===== src/rtl/keypad_fifo_ctrl.sv =====
// Keypad code FIFO controller: encoder -> FIFO write path with drop counting,
// FIFO -> consumer read FSM with valid/ready delivery.
//   Write side : key_valid/key_code in, wr_enable/data to FIFO, full from FIFO.
//   Read side  : empty/code from FIFO, rd_enable to FIFO, enable gates draining.
//   Consumer   : out_valid/out_code out, out_ready in.
//   Status     : overflow (sticky), drop_count (saturating), clr_overflow in.
module keypad_fifo_ctrl #(
    parameter int DROP_W = 8
) (
    input  logic              clock,
    input  logic              reset,
    input  logic              key_valid,
    input  logic [3:0]        key_code,
    input  logic              enable,
    output logic              wr_enable,
    output logic [3:0]        data,
    input  logic              full,
    input  logic              empty,
    output logic              rd_enable,
    input  logic [3:0]        code,
    output logic              out_valid,
    output logic [3:0]        out_code,
    input  logic              out_ready,
    output logic              overflow,
    output logic [DROP_W-1:0] drop_count,
    input  logic              clr_overflow
);

    typedef enum logic [1:0] {
        IDLE,
        READ,
        LOAD,
        HOLD
    } state_t;

    state_t state;
    logic   drop;

    // Write path is purely combinational so the key lands on its own edge.
    assign wr_enable = key_valid & ~full;
    assign data      = key_code;
    assign drop      = key_valid & full;

    // Read FSM with registered Moore outputs; rd_enable is set on entry to
    // READ so the strobe lines up with the state.
    always_ff @(posedge clock or negedge reset) begin
        if (!reset) begin
            state     <= IDLE;
            rd_enable <= 1'b0;
            out_valid <= 1'b0;
            out_code  <= 4'h0;
        end else begin
            unique case (state)
                IDLE: begin
                    if (enable && !empty) begin
                        state     <= READ;
                        rd_enable <= 1'b1;
                    end
                end
                READ: begin
                    state     <= LOAD;
                    rd_enable <= 1'b0;
                end
                LOAD: begin
                    // FIFO read data became valid on the edge ending READ.
                    out_code  <= code;
                    out_valid <= 1'b1;
                    state     <= HOLD;
                end
                HOLD: begin
                    if (out_ready) begin
                        out_valid <= 1'b0;
                        state     <= IDLE;
                    end
                end
                default: begin
                    state     <= IDLE;
                    rd_enable <= 1'b0;
                    out_valid <= 1'b0;
                end
            endcase
        end
    end

    // A drop coinciding with a clear restarts the count at one.
    always_ff @(posedge clock or negedge reset) begin
        if (!reset) begin
            overflow   <= 1'b0;
            drop_count <= '0;
        end else if (drop) begin
            overflow <= 1'b1;
            if (clr_overflow) begin
                drop_count <= DROP_W'(1);
            end else if (drop_count != '1) begin
                drop_count <= drop_count + 1'b1;
            end
        end else if (clr_overflow) begin
            overflow   <= 1'b0;
            drop_count <= '0;
        end
    end

endmodule

===== config.mk =====
export PLATFORM = sky130hd
export DESIGN_NAME = keypad_fifo_ctrl
export DESIGN_NICKNAME = d
export VERILOG_FILES = /design/src/rtl/keypad_fifo_ctrl.sv
export SDC_FILE = /design/constraint.sdc
export NUM_CORES = 1
export LEC_CHECK = 0
export ABC_AREA = 1
export CAP_MARGIN = 20
export CORE_MARGIN = 1.5
export CORE_UTILIZATION = 50
export DETAILED_ROUTE_END_ITERATION = 10
export DONT_BUFFER_PORTS = 1
export HOLD_SLACK_MARGIN = 0.08
export PLACE_DENSITY = 0.66
export SLEW_MARGIN = 25
export SYNTH_ARGS = -nofsm -noshare
export SYNTH_HDL_FRONTEND = slang
export SYNTH_SLANG_ARGS = --single-unit

===== constraint.sdc =====
create_clock -name clock -period 2.7 [get_ports clock]
set_input_delay 0.135 -clock clock [delete_from_list [all_inputs] [get_ports clock]]
set_output_delay 0.135 -clock clock [all_outputs]
set_load 0.01 [all_outputs]

==> impl_metrics.yaml, run 1 <==
worst_setup_path:
  startpoint_type: "primary input"
  worstPathCellList: "dlygate4sd3_1 > nand2_1 > dlygate4sd3_1 > nand2_1 > dlygate4sd3_1"
  crit_path_end_kind: "flip-flop"
  crit_top_cell: "dlygate4sd3_1"
  critPathArrivalTime_ns: 1.93
  cp.required_ns: 2.88
  max_stage_delay_ns: 0.56
  r2r_cells: 5
  critPathSlowestCell: "dlygate4sd3_1"
  worstPathMaxFanout: 3
  criticalPathCategory: "primary input to flip-flop"
power:
  power_leakage_nw: 0.5260
  p_clk_share_pct: 18.0
  pwr-share-comb_pct: 29.1
  internal_power_mw: 0.4846
  p_per_area_mw_per_mm2: 654.0
  ir_drop_mv: 0.4642
  p_sw_mw: 0.2543
  seqPwrFrac_pct: 52.9
  switching_share_pct: 34.42
cts:
  cts_setup_buffers: 0
  cts.repair.resized: 0
  cts_sinks: 17
  cts_buffer_depth: 2
  clk_latency_ns: 0.29
  htree_levels: 1
  clock-root-buffer: "clkbuf_4"
  cts-buffers-inserted: 3
  hold_buffers: 12
  cts_tree: "yes"
  path_clk_slew_ns: 0.09
synth:
  synth_seq_cells: 17
  synth_top_area_share_pct: 43.31
  syn_nets: 136
  yosys.cell_types.count: 21
  yosys.area.top_type: "dfrtp_1"
  ys_seq_area_share_pct: 43.31
  netlist_top_cells_area: "dfrtp_1, nand2_1, ha_1"
  yosysWarnings: 0
  synth_common_cells: "nand2_1, dfrtp_1, inv_1"
  syn_area_um2: 982.2
  synth.most_common_cell: "nand2_1"
  async_flop_share_pct: 100.0
  avgSynthCellArea_um2: 8.616
  syn_inst: 114
  synth-edff-count: 0
  synth_ff_type: "dfrtp_1"
place:
  gp_congestion: 0.8760
  dpl.hpwl_um: 1319
  dpl-instance-area_um2: 983.4
  port_buffers: 0
  dp_cells: 135
  post-place-ws_ns: 1.243
sta:
  slew_headroom_pct: 49.38
  fmaxAchievable_ghz: 0.5730
  hold_viol_final: 0
  rsz0062_at_grt: "no"
  setup_viol: 0
  layout_setup_ws_ns: 0.9549
  final-max-slew-violation-count: 0
  tightest_slew_ns: 0.7568
  period_needed_ns: 1.745
  fin_skew_ns: 0.004784
  tns_ns: 0
  timing.final.crit_share_pct: 64.63
grt:
  overflow: 0
  grt_pass1_wl_um: 3139
  grt.total_usage_pct: 20.54
  grt_max_degree: 18
  antenna_found_initial: 0
  first_global_vias: 756
floorplanning:
  core_mm2: 0.001783
  die_x_um: 47.32
  ios: 36
  fp.dieArea_mm2: 0.002239
  floorplan.initialDensity_pct: 55.09
  num_rows: 15
  die_h_um: 47.32
drt:
  wl_um: 1885
  wl_per_cell_um: 12.48
  ant_nets: 0
  dr.pass1.iters: 6
  via_count: 797
  routed_via_density: 5.278
  drc: 0
  drt_iter0_drc: 10
worst_hold_path:
  hold_path_depth: 3
  worstHoldPathType: "primary input to flip-flop"
cells_and_area:
  nFillCells: 156
  area.sequential_um2: 425.4
  drive_gt1_share_pct: 13.49
  instances_no_fill: 151
  final_area_mm2: 0.001130
  antenna_cells: 0
  nets: 149
  multiInputGateArea_um2: 456.7
  area_growth_pct: 15.03
job:
  cap_violations: 0
outcome:
  status: "finished, final reports clean"
power by group through the flow:
stage | Clock (mW) | Sequential, mW | Combinational [mW]
floorplan | 0 | 0.385 | 0.170
global placement | 0 | 0.395 | 0.188
detailed placement | 0 | 0.397 | 0.193
CTS | 0.139 | 0.392 | 0.214
global route | 0.153 | 0.401 | 0.246
finish | 0.133 | 0.391 | 0.215
layout make-up:
type	count	area share [%]
multi-input combinational	75	40.42
sequential	17	37.65
timing repair buffer	12	10.63
inverter	18	6.202
tap	25	2.769
clock buffer	4	2.326
cell families (layout without fill, tap and decap cells):
logic type      after synthesis  count (layout)  synth area share [%]
flops                        17              17                 43.31
compound gates               16              16                 10.57
fa+ha+maj                     6               6                 7.643
mux                           4               4                 4.586
buf+inv                      22              34                 10.19
simple gates                 49              49                 23.69
registers in the layout (all words and copies together) (netlist names):
name        flops
state           2
drop_count      8
overflow        1
out_valid       1
out_code        4
rd_enable       1
per-stage QoR:
| stage | total power, mW | hold slack [ns] | utilization, % |
|---|---|---|---|
| floorplan | 0.5550 | -0.1606 | - |
| global placement | 0.5832 | -0.1603 | 55.16 |
| detailed placement | 0.5900 | -0.1602 | 55.16 |
| CTS | 0.7450 | 0.09203 | 63.37 |
| global route | 0.7997 | 0.1203 | 63.37 |
| finish | 0.7389 | 0.1117 | 63.37 |
critical path: cells and delay by family:
family        cells  cell delay [ns]
simple gates      2             0.15
buf+inv           3             1.65
worst paths after layout:
| kind | slack (ns) | startpoint | end |
|---|---|---|---|
| worst max-delay path | 0.95 | full | overflow$_DFFE_PN0P_ |
| max in group asynchronous | 1.88 | reset | drop_count[6]$_DFFE_PN0P_ |
| min in group asynchronous | 0.35 | reset | drop_count[2]$_DFFE_PN0P_ |
| worst min-delay path | 0.11 | clr_overflow | drop_count[4]$_DFFE_PN0P_ |
| worst min register to register | 0.58 | out_valid$_DFFE_PN0P_ | out_valid$_DFFE_PN0P_ |
| worst max register to register | 1.08 | state[1]$_DFFE_PN0P_ | rd_enable$_DFFE_PN0P_ |
placed cells by master, fill, tap and decap left out:
cell           netlist  routed
inv_4                1       1
inv_1               17      17
o211ai_1             1       1
nor2_1              10      10
nand2_2              2       2
dlygate4sd3_1        0      12
o21ai_2              2       2
dfrtp_1             17      17
ha_1                 6       6
clkbuf_4             0       3
clkbuf_1             0       1
nand2_1             24      24
nor2_4               1       1
o21ai_0              6       6
nand4_1              2       2
nand2_4              1       1
a21oi_2              2       2
nand3_4              1       1
nand3_1              8       8
a31oi_1              1       1
a21oi_1              2       2
mux2_2               4       4
a22oi_1              2       2
layer usage:
layer | part of all wire, % | GRT usage (%) | up-vias | wire length [um]
li1 | - | - | 390 | -
met1 | 44 | 25.24 | 368 | 821
met2 | 46 | 31.62 | 34 | 871
met3 | 8.4 | 7.692 | 5 | 158
met4 | 1.7 | 10.00 | 0 | 32
met5 | 0 | 0 | - | 0
(Power assumes the default switching activity.)
==> run 2, diff against run 1 <==
- clock period: 2.7 -> 1.65 ns (I/O delays scaled with it)
==> impl_metrics.yaml, run 2 (synthesis results as in run 1) <==
outcome:
  status: "finished, final reports clean"
floorplanning:
  ios: 36
  core_mm2: 0.001783
  floorplan.initialDensity_pct: 55.09
  die_h_um: 47.32
  fp.dieArea_mm2: 0.002239
  num_rows: 15
  die_x_um: 47.32
worst_setup_path:
  worstPathMaxFanout: 4
  cp.required_ns: 1.87
  r2r_cells: 5
  startpoint_type: "flip-flop"
  criticalPathCategory: "flip-flop to flip-flop"
  crit_path_end_kind: "flip-flop"
  critPathArrivalTime_ns: 1.75
cells_and_area:
  area_growth_pct: 17.83
  largestRegisters: "drop_count (8), out_code (4), state (2)"
  layout_commonest_cell: "nand2_1"
  final_cell_mix: "nand2_1, dfrtp_1, inv_1"
  largest_reg_flops: 8
  max_flop_register: "drop_count"
  drive_gt1_share_pct: 17.19
  nets: 151
  antenna_cells: 0
job:
  cap_violations: 0
drt:
  wl_um: 1969
  routed_via_density: 5.196
  drt_iter0_drc: 15
  wl_per_cell_um: 12.87
  ant_nets: 0
  drc: 0
  dr.pass1.iters: 4
  via_count: 795
sta:
  rsz0062_at_grt: "no"
  hold_viol_final: 0
  setup_viol: 0
  tightest_slew_ns: 0.7393
  fmaxAchievable_ghz: 0.6505
  period_needed_ns: 1.537
  whs_ns: 0.1141
  fin_skew_ns: 0.0007865
  timing.final.crit_share_pct: 93.17
  slew_headroom_pct: 50.55
  tns_ns: 0
  final-max-slew-violation-count: 0
cts:
  cts_buffer_depth: 2
  cts_tree: "yes"
  cts-buffers-inserted: 3
  htree_levels: 1
  cts_sinks: 17
  clk_latency_ns: 0.29
  path_clk_slew_ns: 0.09
  clock-root-buffer: "clkbuf_4"
grt:
  first_global_vias: 758
  grt.total_usage_pct: 20.63
  antenna_found_initial: 0
  overflow: 0
  grt_max_degree: 18
  grt_pass1_wl_um: 3153
power:
  p_per_area_mw_per_mm2: 1116
  power_leakage_nw: 0.5338
  ir_drop_mv: 0.8283
place:
  gp_congestion: 0.8760
  port_buffers: 0
  dpl.hpwl_um: 1309
worst_hold_path:
  worstHoldPathType: "primary input to flip-flop"
  hold_path_depth: 4
run 2: timing repair:
action,4_1_cts,5_1_grt
endpoints found under the setup margin,0,1
hold endpoints to repair,27,0
resized for setup,0,4
hold buffers,12,0
buffers inserted,0,2
run 2: power breakdown:
group	internal, mW	total, mW	switching (mW)
Clock	0.0943	0.222	0.128
Sequential	0.525	0.637	0.112
Combinational	0.222	0.432	0.210
run 2: worst max-delay path, stage by stage, from the launching register on:
cell,delay [ns]
dfrtp_1,0.41
inv_2,0.11
ha_4,0.15
nand3_1,0.06
dlygate4sd3_1,0.56
a22oi_1,0.17
run 2: cell type report:
class / count / area, um^2
fillers: 149 / 625.6
multi-input cells: 75 / 469.2
flip-flops and latches: 17 / 425.4
repair buffers: 14 / 135.1
inverters: 18 / 70.07
well taps: 25 / 31.28
clock buffers: 4 / 26.28
run 2: per-layer routing:
metal | GRT usage [%] | wire [um] | part of all wire, % | vias up
met5 | 0 | 0 | 0 | -
met4 | 8.333 | 40 | 2.0 | 0
met3 | 7.692 | 157 | 8.0 | 5
met2 | 32.70 | 955 | 49 | 32
met1 | 25.30 | 816 | 41 | 364
li1 | - | - | - | 394
run 2: worst paths after layout:
| kind | start | endpoint | slack [ns] |
|---|---|---|---|
| setup / recovery | state[0]$_DFFE_PN0P_ | rd_enable$_DFFE_PN0P_ | 0.11 |
| setup reg to reg | state[0]$_DFFE_PN0P_ | rd_enable$_DFFE_PN0P_ | 0.11 |
| hold reg to reg | overflow$_DFFE_PN0P_ | overflow$_DFFE_PN0P_ | 0.56 |
| min in group asynchronous | reset | rd_enable$_DFFE_PN0P_ | 0.28 |
| hold / removal | clr_overflow | drop_count[1]$_DFFE_PN0P_ | 0.11 |
| max in group asynchronous | reset | drop_count[1]$_DFFE_PN0P_ | 0.90 |
run 2: stage by stage:
stage / cells / power, mW / util, % / cell area (um^2) / setup slack (ns)
floorplan: 114 / 0.9081 / - / 982.2 / 0.3388
global placement: 135 / 0.9544 / 55.16 / 983.4 / 0.2553
detailed placement: 135 / 0.9653 / 55.16 / 983.4 / 0.2085
CTS: 151 / 1.220 / 63.37 / 1130 / 0.04624
global route: 153 / 1.391 / 64.91 / 1157 / 0.03901
finish: 153 / 1.291 / 64.91 / 1157 / 0.1127
==> run 3, diff against run 2 <==
- CORE_MARGIN: 1.5 -> not set
==> impl_metrics.yaml, run 3 (synthesis results as in run 1) <==
drt:
  wl_per_cell_um: 12.55
  dr.pass1.iters: 4
  via_count: 798
  routed_via_density: 5.182
  wl_um: 1932
  drt_iter0_drc: 29
  drc: 0
  ant_nets: 0
worst_setup_path:
  worstPathMaxFanout: 4
  cp.required_ns: 1.86
  max_stage_delay_ns: 0.56
  critPathSlowestCell: "dlygate4sd3_1"
  critPathArrivalTime_ns: 1.76
  criticalPathCategory: "flip-flop to flip-flop"
  crit_path_end_kind: "flip-flop"
  startpoint_type: "flip-flop"
  worstPathCellList: "inv_2 > ha_4 > nand3_1 > dlygate4sd3_1 > a22oi_1"
sta:
  tns_ns: 0
  slew_headroom_pct: 49.73
  rsz0062_at_grt: "no"
  final-max-slew-violation-count: 0
  period_needed_ns: 1.552
  timing.final.crit_share_pct: 94.06
  fin_skew_ns: 0.006167
  tightest_slew_ns: 0.7516
  whs_ns: 0.1174
  hold_viol_final: 0
  setup_viol: 0
  fmaxAchievable_ghz: 0.6443
grt:
  antenna_found_initial: 0
  overflow: 0
  first_global_vias: 746
  grt_pass1_wl_um: 3036
  grt_max_degree: 18
  grt.total_usage_pct: 20.06
place:
  gp_congestion: 0.9049
  dpl.hpwl_um: 1347
  port_buffers: 0
  dp_cells: 135
  dpl-instance-area_um2: 983.4
cells_and_area:
  final_area_mm2: 0.001165
  area_growth_pct: 18.60
  antenna_cells: 0
  largest_reg_flops: 8
  nets: 152
  nFillCells: 157
  layout_commonest_cell: "nand2_1"
  final_cell_mix: "nand2_1, dfrtp_1, inv_1"
  max_flop_register: "drop_count"
  instances_no_fill: 154
  drive_gt1_share_pct: 17.83
  largestRegisters: "drop_count (8), out_code (4), state (2)"
cts:
  cts_sinks: 17
  cts_tree: "yes"
  cts_buffer_depth: 2
  htree_levels: 1
  clk_latency_ns: 0.29
  clock-root-buffer: "clkbuf_4"
  path_clk_slew_ns: 0.10
  cts-buffers-inserted: 3
power:
  pwr-share-comb_pct: 33.7
  finalPower_mw: 1.298
  p_clk_share_pct: 17.4
  internal_power_mw: 0.8492
  ir_drop_mv: 0.9614
  power_leakage_nw: 0.5386
  p_sw_mw: 0.4490
  p_per_area_mw_per_mm2: 1114
  switching_share_pct: 34.59
  seqPwrFrac_pct: 48.9
floorplanning:
  ios: 36
  num_rows: 15
  die_x_um: 46.32
  core_mm2: 0.001783
  floorplan.initialDensity_pct: 55.09
  die_h_um: 46.32
  fp.dieArea_mm2: 0.002146
worst_hold_path:
  worstHoldPathType: "primary input to flip-flop"
job:
  cap_violations: 0
outcome:
  status: "finished, final reports clean"
-- run 3: cell types whose count changed in the layout (fill, tap and decap cells not counted) --
cell	delta
buf_4	+1
-- run 3: power by group through the flow --
stage               clock [mW]  sequential (mW)  combinational [mW]
CTS                      0.230            0.641               0.354
global route             0.243            0.648               0.521
global placement             0            0.645               0.310
floorplan                    0            0.630               0.279
finish                   0.225            0.635               0.438
detailed placement           0            0.648               0.321
-- run 3: metrics by stage --
step,util [%],setup WS [ns]
global placement,55.16,0.2516
global route,65.33,0.01275
floorplan,-,0.3388
CTS,63.37,0.04220
detailed placement,55.16,0.2015
finish,65.33,0.09801
-- run 3: layout make-up --
cell class / instances / area, um^2 / share of cell area, %
sequential: 17 / 425.4 / 36.52
multi-input combinational: 75 / 469.2 / 40.28
clock buffer: 4 / 26.28 / 2.256
inverter: 18 / 70.07 / 6.015
tap: 25 / 31.28 / 2.685
timing repair buffer: 15 / 142.6 / 12.24
-- run 3: timing repair --
| action | 4_1_cts | 5_1_grt |
|---|---|---|
| endpoints found under the setup margin | 0 | 1 |
| hold buffers | 12 | 0 |
| hold endpoints to repair | 27 | 0 |
| resized for setup | 0 | 4 |
| buffers inserted | 0 | 3 |
-- run 3: layer usage --
layer,vias to the layer above,global-route usage (%),part of all wire [%]
li1,393,-,-
met1,361,25.55,42
met2,42,32.78,47
met3,2,5.882,9.7
met4,0,5.294,0.41
met5,-,0,0
-- run 3: worst max-delay path: cells and delay by family (launching register included) --
family	cells	cell delay, ns
DFF	1	0.41
AOI/OAI and AO/OA	1	0.18
buffers and inverters	2	0.67
adders and majority gates	1	0.15
and+or+nand+nor	1	0.07
-- run 3: final timing paths --
check	end	slack [ns]	depth (start not counted)	start
max	rd_enable$_DFFE_PN0P_	0.1	5	state[0]$_DFFE_PN0P_
min	drop_count[1]$_DFFE_PN0P_	0.12	4	clr_overflow
max reg2reg	rd_enable$_DFFE_PN0P_	0.1	5	state[0]$_DFFE_PN0P_
min reg2reg	overflow$_DFFE_PN0P_	0.55	2	overflow$_DFFE_PN0P_
max in group asynchronous	out_code[1]$_DFFE_PN0P_	0.88	1	reset
min in group asynchronous	drop_count[4]$_DFFE_PN0P_	0.29	1	reset
